<file path="src/rtl/tictactoe_pkg.sv">
// Shared types and constants for the tic-tac-toe board engine.
// Board cells are row-major: cell = 3*row + col.
package tictactoe_pkg;

  localparam int CELLS = 9;

  typedef enum logic [1:0] {
    PLAY  = 2'd0,
    CHECK = 2'd1,
    DONE  = 2'd2
  } state_t;

  typedef enum logic [1:0] {
    W_NONE = 2'b00,
    W_X    = 2'b01,
    W_O    = 2'b10,
    W_DRAW = 2'b11
  } winner_t;

  // Rows 0..2, columns 0..2, main diagonal, anti-diagonal (priority order).
  localparam logic [CELLS-1:0] WIN_LINES [8] = '{
    9'h007, 9'h038, 9'h1C0,
    9'h049, 9'h092, 9'h124,
    9'h111, 9'h054
  };

endpackage

</file>
<file path="src/rtl/tictactoe_board_win_detect.sv">
// Combinational three-in-a-row detector for one player's marks.
// Reports the lowest-index matching entry of WIN_LINES.
module win_detect
  import tictactoe_pkg::*;
(
  input  logic [CELLS-1:0] mark,
  output logic             hit,
  output logic [CELLS-1:0] line
);

  always_comb begin
    hit  = 1'b0;
    line = '0;
    // Walk from lowest priority upward so the first line in the table wins.
    for (int i = 7; i >= 0; i--) begin
      if ((mark & WIN_LINES[i]) == WIN_LINES[i]) begin
        hit  = 1'b1;
        line = WIN_LINES[i];
      end
    end
  end

endmodule

</file>
<file path="src/rtl/tictactoe_board.sv">
// Board-state engine: validates moves, alternates players and detects
// a win or draw one cycle after each accepted move.
module tictactoe_board
  import tictactoe_pkg::*;
#(
  parameter int POS_W = 4
) (
  input  logic             clk,
  input  logic             rst_n,
  input  logic             clear,
  input  logic             move_valid,
  input  logic [POS_W-1:0] pos,
  output logic             move_ack,
  output logic             move_err,
  output logic [CELLS-1:0] cell_onehot,
  output logic [CELLS-1:0] board_x,
  output logic [CELLS-1:0] board_o,
  output logic             turn,
  output logic [1:0]       winner,
  output logic             game_over,
  output logic [CELLS-1:0] win_line
);

  state_t           state, state_nxt;
  logic             ack_nxt, err_nxt, turn_nxt, over_nxt;
  logic [CELLS-1:0] onehot_nxt, bx_nxt, bo_nxt, line_nxt;
  winner_t          winner_q, winner_nxt;

  logic [CELLS-1:0] pos_dec;
  logic             pos_ok, occupied;
  logic [CELLS-1:0] mover_mark, hit_line;
  logic             hit;

  assign pos_ok     = (pos < POS_W'(CELLS));
  assign pos_dec    = pos_ok ? (CELLS'(1) << pos) : '0;
  assign occupied   = |(pos_dec & (board_x | board_o));
  assign mover_mark = turn ? board_o : board_x;
  assign winner     = winner_q;

  win_detect u_win_detect (
    .mark (mover_mark),
    .hit  (hit),
    .line (hit_line)
  );

  always_comb begin
    state_nxt  = state;
    ack_nxt    = 1'b0;
    err_nxt    = 1'b0;
    onehot_nxt = cell_onehot;
    bx_nxt     = board_x;
    bo_nxt     = board_o;
    turn_nxt   = turn;
    winner_nxt = winner_q;
    over_nxt   = game_over;
    line_nxt   = win_line;
    if (clear) begin
      state_nxt  = PLAY;
      onehot_nxt = '0;
      bx_nxt     = '0;
      bo_nxt     = '0;
      turn_nxt   = 1'b0;
      winner_nxt = W_NONE;
      over_nxt   = 1'b0;
      line_nxt   = '0;
    end else begin
      unique case (state)
        PLAY: begin
          if (move_valid) begin
            if (pos_ok && !occupied) begin
              if (turn) bo_nxt = board_o | pos_dec;
              else      bx_nxt = board_x | pos_dec;
              onehot_nxt = pos_dec;
              ack_nxt    = 1'b1;
              state_nxt  = CHECK;
            end else begin
              err_nxt = 1'b1;
            end
          end
        end
        // Only the player who just moved can have completed a line.
        CHECK: begin
          if (hit) begin
            winner_nxt = turn ? W_O : W_X;
            line_nxt   = hit_line;
            over_nxt   = 1'b1;
            state_nxt  = DONE;
          end else if (&(board_x | board_o)) begin
            winner_nxt = W_DRAW;
            line_nxt   = '0;
            over_nxt   = 1'b1;
            state_nxt  = DONE;
          end else begin
            turn_nxt  = ~turn;
            state_nxt = PLAY;
          end
        end
        DONE: begin
          err_nxt = move_valid;
        end
        default: state_nxt = PLAY;
      endcase
    end
  end

  always_ff @(posedge clk or negedge rst_n) begin
    if (!rst_n) begin
      state       <= PLAY;
      move_ack    <= 1'b0;
      move_err    <= 1'b0;
      cell_onehot <= '0;
      board_x     <= '0;
      board_o     <= '0;
      turn        <= 1'b0;
      winner_q    <= W_NONE;
      game_over   <= 1'b0;
      win_line    <= '0;
    end else begin
      state       <= state_nxt;
      move_ack    <= ack_nxt;
      move_err    <= err_nxt;
      cell_onehot <= onehot_nxt;
      board_x     <= bx_nxt;
      board_o     <= bo_nxt;
      turn        <= turn_nxt;
      winner_q    <= winner_nxt;
      game_over   <= over_nxt;
      win_line    <= line_nxt;
    end
  end

endmodule

</file>
<file path="config.mk">
export PLATFORM = sky130hd
export DESIGN_NAME = tictactoe_board
export DESIGN_NICKNAME = d
export VERILOG_FILES = /design/src/rtl/tictactoe_pkg.sv /design/src/rtl/tictactoe_board_win_detect.sv /design/src/rtl/tictactoe_board.sv
export SDC_FILE = /design/constraint.sdc
export NUM_CORES = 1
export LEC_CHECK = 0
export ABC_AREA = 1
export BUFFER_PORTS_ARGS = -buffer_cell sky130_fd_sc_hd__buf_2
export CORE_MARGIN = 2
export CORE_UTILIZATION = 50
export DETAILED_ROUTE_END_ITERATION = 12
export PLACE_DENSITY = 0.87
export SLEW_MARGIN = 30
export SYNTH_ARGS = -nofsm -noshare
export SYNTH_HDL_FRONTEND = slang
export SYNTH_SLANG_ARGS = --single-unit
</file>
<file path="constraint.sdc">
create_clock -name clk -period 1.64 [get_ports clk]
set_input_delay 0.41 -clock clk [delete_from_list [all_inputs] [get_ports clk]]
set_output_delay 0.41 -clock clk [all_outputs]
set_load 0.005 [all_outputs]
</file>
## Yosys cells after proc, flatten, opt, wreduce, memory -nomap -nowiden

Index checks and enable logic that the tools add are counted.

- Equal/unequal tests: 16
- Muxes and demuxes: 63
- Reduce and logical (&&, ||, !) cells: 17
- Bitwise gates (word level): 5
- Shift-type cells: 1
- Order comparisons: 1

Operators by type and width:

| cell | number |
|---|---|
| $mux 9 | 27 |
| $or 9x9->9 | 3 |
| $eq 3x3->1 const B | 8 |
| $mux 1 | 23 |
| $mux 2 | 10 |
| $reduce_bool 2->1 | 5 |
| $and 9x9->9 | 1 |
| $reduce_and 3->1 | 3 |
| $reduce_and 9->1 | 1 |
| $reduce_or 9->1 | 1 |
| $shl 1x4->9 const A | 1 |
| $ne 2x2->1 const B | 4 |
| $reduce_and 4->1 | 2 |
| $mux 7 | 1 |
| $ne 3x3->1 const B | 2 |
| $pmux 2 s3 | 1 |
| $lt 4x4->1 const B | 1 |
| $reduce_bool 3->1 | 1 |
| $eq 2x1->1 const B | 1 |
| $eq 2x2->1 const B | 1 |
| $logic_not 2->1 | 1 |
| $pmux 1 s2 | 1 |
| $reduce_and 2->1 | 1 |
| $logic_and 1x1->1 | 1 |
| other kinds (2) | 2 |

- Register bits after elaboration: 44
- Input bits: 8

## Depth between registers and ports, before layout

- Word-level depth: 13
- Depth in mapped cells: 13
- Mapped depth without buffers: 12

## Modules after synthesis

A second synthesis with hierarchy kept.

- Cells, all modules: 362
- Area, all modules: 2645.0 um2

By module, submodules not included:

| module | times used | area an instance (um2) | cells an instance |
|---|---|---|---|
| tictactoe_board | 1 | 2437.3 | 315 |
| win_detect | 1 | 207.7 | 47 |

## Worst setup path before layout

OpenSTA, ideal clock, no wires.

- Path kind: flip-flop to flip-flop
- Start: reg turn
- End: reg state[1]
- Required time: 1504 ps
- Setup slack: 19 ps
- Path buffers: 2
- Data arrival time: 1485 ps
- Cell stages (with the launch flop): 11
- Path through: dfrtp_1 buf_4 nand2_1 nand2_2 nand3_1 nand2_1 nor2_4 nand3_4 nand2_4 buf_8 a21oi_1

- Cells in the longest elaborated chain, start to end: 13
- Elaborated cells between the ends (all ways): 20
- Those cells by class: 8 x eq/ne; 12 x mux

Ends and longest elaborated chain:

| element | line | text |
|---|---|---|
| start, declared | tictactoe_board.sv:18 | `output logic turn,` |
| start signal, assigned | tictactoe_board.sv:125 | `turn <= turn_nxt;` |
| $mux 9 (*) | tictactoe_board.sv:37 | `assign mover_mark = turn ? board_o : board_x;` |
| $eq 3x3->1 | tictactoe_board_win_detect.sv:16 | `if ((mark & WIN_LINES[i]) == WIN_LINES[i]) begin` |
| $mux 1 (7 in a row) | tictactoe_board_win_detect.sv:16 |  |
| $mux 1 (*) | tictactoe_board_win_detect.sv:16 |  |
| $mux 2 (*) | tictactoe_board.sv:83 | `if (hit) begin` |
| $pmux 2 s3 (*) | tictactoe_board.sv:67 | `unique case (state)` |
| $mux 2 (*) | tictactoe_board.sv:57 | `if (clear) begin` |
| end signal, assigned | tictactoe_board.sv:119 | `state <= state_nxt;` |
| end, declared | tictactoe_board.sv:24 | `state_t state, state_nxt;` |

Every way passes the cells marked *; elsewhere a longest branch is shown, timed or not.
A chain may end at the register's enable or synchronous reset.

## Final worst setup path

- Start: reg board_x[7]
- End: reg win_line[5]

- Cells in the longest elaborated chain, start to end: 10
- Elaborated cells between the ends (all ways): 20
- Those cells by class: 2 x eq/ne; 14 x mux; 1 x bitwise; 3 x reduce/logical

Ends and longest elaborated chain:

| element | line | text |
|---|---|---|
| start, declared | tictactoe_board.sv:16 | `output logic [CELLS-1:0] board_x,` |
| start signal, assigned | tictactoe_board.sv:123 | `board_x <= bx_nxt;` |
| $mux 9 | tictactoe_board.sv:37 |  |
| $eq 3x3->1 | tictactoe_board_win_detect.sv:16 |  |
| $mux 9 or $mux 1 (tied branches) (5 in a row) | tictactoe_board_win_detect.sv:16 |  |
| $mux 9 | tictactoe_board.sv:83 |  |
| $mux 9 | tictactoe_board.sv:67 |  |
| $mux 9 | tictactoe_board.sv:57 |  |
| end signal, assigned | tictactoe_board.sv:128 | `win_line <= line_nxt;` |
| end, declared | tictactoe_board.sv:21 | `output logic [CELLS-1:0] win_line` |

Parallel ways exist; a longest one is shown, timed or not. The select of a mux whose other input is x is not followed.

==> metrics.txt <==
initial antenna violation count 0; fin nets 455; Detail Route Antenna Nets 0; port buffer count 49; fraction of layout cells with a size suffix above 1 40.2%; Avg Vias per Cell 5.34; Flop pwr share 47.9%; mux cell area share after synthesis 0%; post-DP HPWL 5040 um; Die ar. 5590 um^2; vias in the first global route 2506; Crit path top cell by count nor2_1; Initial Util 52.4%; Initial DRC Count 204; FF+latch count, synth 44; sw frac 27.6%; syn avg cell area 7.29 um^2; CTS Buffer Depth 2; required time worst endpoint 1.86 ns; Pwr Density 652 nW/um^2; Antenna diodes 0; CP max stage cell dfrtp_1; crit path kind reg -> reg; detailed-route wire length per cell 15.3 um; clk root buf clkbuf_8; RSZ-0062 raised after global routing true; failing checks setup timing; Top delay family on crit path simple AND/OR/NAND/NOR gates; crit path DAT 2.00 ns; XOR/XNOR share of the synthesized area 0%; die height 74.8 um; crit path capture type register; leak pwr 0.00205 uW; Final Power 2360 uW; internal power of the cells 1710 uW; H-tree levels 2; critical path fanouts, max 6; routability cong. 0.886; worst min path class in -> async; # fillers 353; critical path launch point type register; Die W 74.8 um; TritonCTS buffer count 5; core area 4790 um^2; setup ws final -0.144 ns; GR Util All Layers 27.1%; slack of the worst reg-to-reg path -0.14 ns; max frequency 560 MHz; Post-Layout Cell Count 515; CTS Hold Bufs 0; first-pass GRT wire length 11500 um; post-synthesis to final-layout area growth 44.7%; crit share post-route 109%; Final setup viols 16; Synth Instances 344; syn_nets 352; DRT Pass-1 Iters 5; clock tree from TritonCTS built; global route overflow 0; FFs w/ async S/R, synth 100%; Vias 2748; EDFF count, synth 0; Post-Synth Adder-Cell Area 0%; final hold vios 0; worst-path cell chain nor2_1, nor2_1, nand3_1, or2_2, nand3_4, nand2_8, clkbuf_16, nand3_2, nand2_1; minimum clock period 1.78 ns; sw power 654 uW; Comb power frac 15.4%; Cell Area, Synth 2510 um^2; Worst Skew 0.00600 ns; Maximum Capacitance Violations 0; yosys warns 0; Clock Latency Late Sink 0.32 ns; Synth cell types 22; max incr delay on CP 0.47 ns; Synth Area in Compound Gates 3.59%; register area share after synthesis 43.9%; final WL 7900 um; pin count of the biggest net entering global routing 45; # clock sinks 44; status finished with violations; Slew Limit Fails 0; Worst-path clk slew 0.09 ns; Placed Cells 491; clock network fraction of total power 36.6%; num rows 25; Main synth FF type dfrtp_1; largest family of logic cells by synthesized area simple AND/OR/NAND/NOR gates; Synth Area in Simple Gates 46.2%; CP bufs+invs 1; IO Pins 50; VDD IR max 692 uV; slew margin rel. 68.6%; Worst-Margin Slew 0.469 ns; Post-route DRC 0
[cells by family (layout without fill, tap and decap cells)]
family / Yosys count / after routing
AOI/OAI and AO/OA: 18 / 18
buffers and inverters: 34 / 138
and+or+nand+nor: 248 / 248
DFF: 44 / 44
[per-layer routing]
| layer | routed length (um) | global-route usage, % |
|---|---|---|
| met4 | 274 | 10.3 |
| met2 | 4050 | 46.7 |
| met1 | 3070 | 33.6 |
| met5 | 0 | 0 |
| met3 | 506 | 5.35 |
[final timing paths]
kind | startpoint | end | cells after the start
min in group clk | move_valid | move_err$_DFF_PN0_ | 5
worst min register to register | win_line[0]$_DFFE_PN0P_ | win_line[0]$_DFFE_PN0P_ | 2
worst max-delay path | board_x[7]$_DFFE_PN0P_ | win_line[5]$_DFFE_PN0P_ | 9
max in group asynchronous | rst_n | board_o[8]$_DFFE_PN0P_ | 2
worst min-delay path | rst_n | win_line[2]$_DFFE_PN0P_ | 2
worst max register to register | board_x[7]$_DFFE_PN0P_ | win_line[5]$_DFFE_PN0P_ | 9
[cell usage in the layout (no fill, tap or decap), types with 2 or more instances in the layout]
cell type	instances
buf_6	5
or2_4	2
nand2_1	112
buf_2	49
buf_12	4
nor2_1	29
nand3_2	12
o21ai_0	8
nand4_1	3
o21ai_1	2
clkbuf_8	5
buf_4	48
dfrtp_1	42
nand2_2	18
a21oi_1	8
nand3_1	33
nand2_4	11
nand3_4	7
nor2_2	4
inv_1	20
nor2_4	5
nor3_1	9
dfrtp_2	2
[per-stage QoR]
stage                     setup WS, ns  cell area [um^2]  setup TNS, ns  util, %  hold WS [ns]
after global routing            -0.242              3630          -5.95     75.8        0.0698
after floorplan                 0.0186              2510              0        -         0.114
after detailed placement        -0.194              3140          -5.05     65.5         0.405
after CTS                     -0.00569              3310       -0.00726     69.2        0.0731
after global placement          -0.132              3140          -2.72     65.5         0.404
final                           -0.144              3630          -1.77     75.8        0.0568
[cells in the mapped netlist, types with 2 or more instances]
cell type  count  area [um^2]
nand4_1        3         18.8
nand3_1       35          175
nand2_4        2         22.5
nor2_4         2         22.5
nand2_1      136          510
nor2_1        36          135
nor3_1         9         45.0
nand3_2       16          160
dfrtp_1       44         1100
a21oi_1        8         40.0
inv_1         20         75.1
buf_2          6         30.0
nand2_2        4         25.0
or2_2          3         18.8
clkbuf_1       4         15.0
o21ai_0       10         50.1
[worst register-to-register path, stage by stage (launching register included)]
cell and delay, ns:
dfrtp_1 0.47, nor2_1 0.10, nor2_1 0.17, nand3_1 0.12, or2_2 0.33, nand3_4 0.13
nand2_8 0.08, clkbuf_16 0.18, nand3_2 0.05, nand2_1 0.05
[area by class of cell]
type,count,area (um^2),share of cell area [%]
Clock buffer,6,72.6,2.00
Timing Repair inverter,1,6.26,0.173
Inverter,21,83.8,2.31
Sequential cell,44,1100,30.4
Timing Repair Buffer,108,782,21.6
Tap cell,67,83.8,2.31
Multi-Input combinational cell,266,1460,40.2
Clock inverter,2,35.0,0.966
[flip-flops by register name, indices dropped and copies added, names as in the netlist]
name	cells
move_err	1
win_line	9
game_over	1
board_x	9
winner	2
cell_onehot	9
move_ack	1
board_o	9
turn	1
state	2
[power groups by stage]
stage	Clock, uW	Sequential (uW)	Combinational [uW]
2_1_floorplan	0	1150	137
3_3_place_gp	0	1140	283
3_5_place_dp	0	1150	287
4_1_cts	856	1130	299
5_1_grt	917	1130	394
6_report	866	1130	365
[repair_timing]
action	in CTS	in global routing
buffers inserted	2	10
resized for setup	16	55
cloned	1	3
setup endpoints to repair	41	44
pin swaps	5	22
Power figures use the tool's default switching activity.
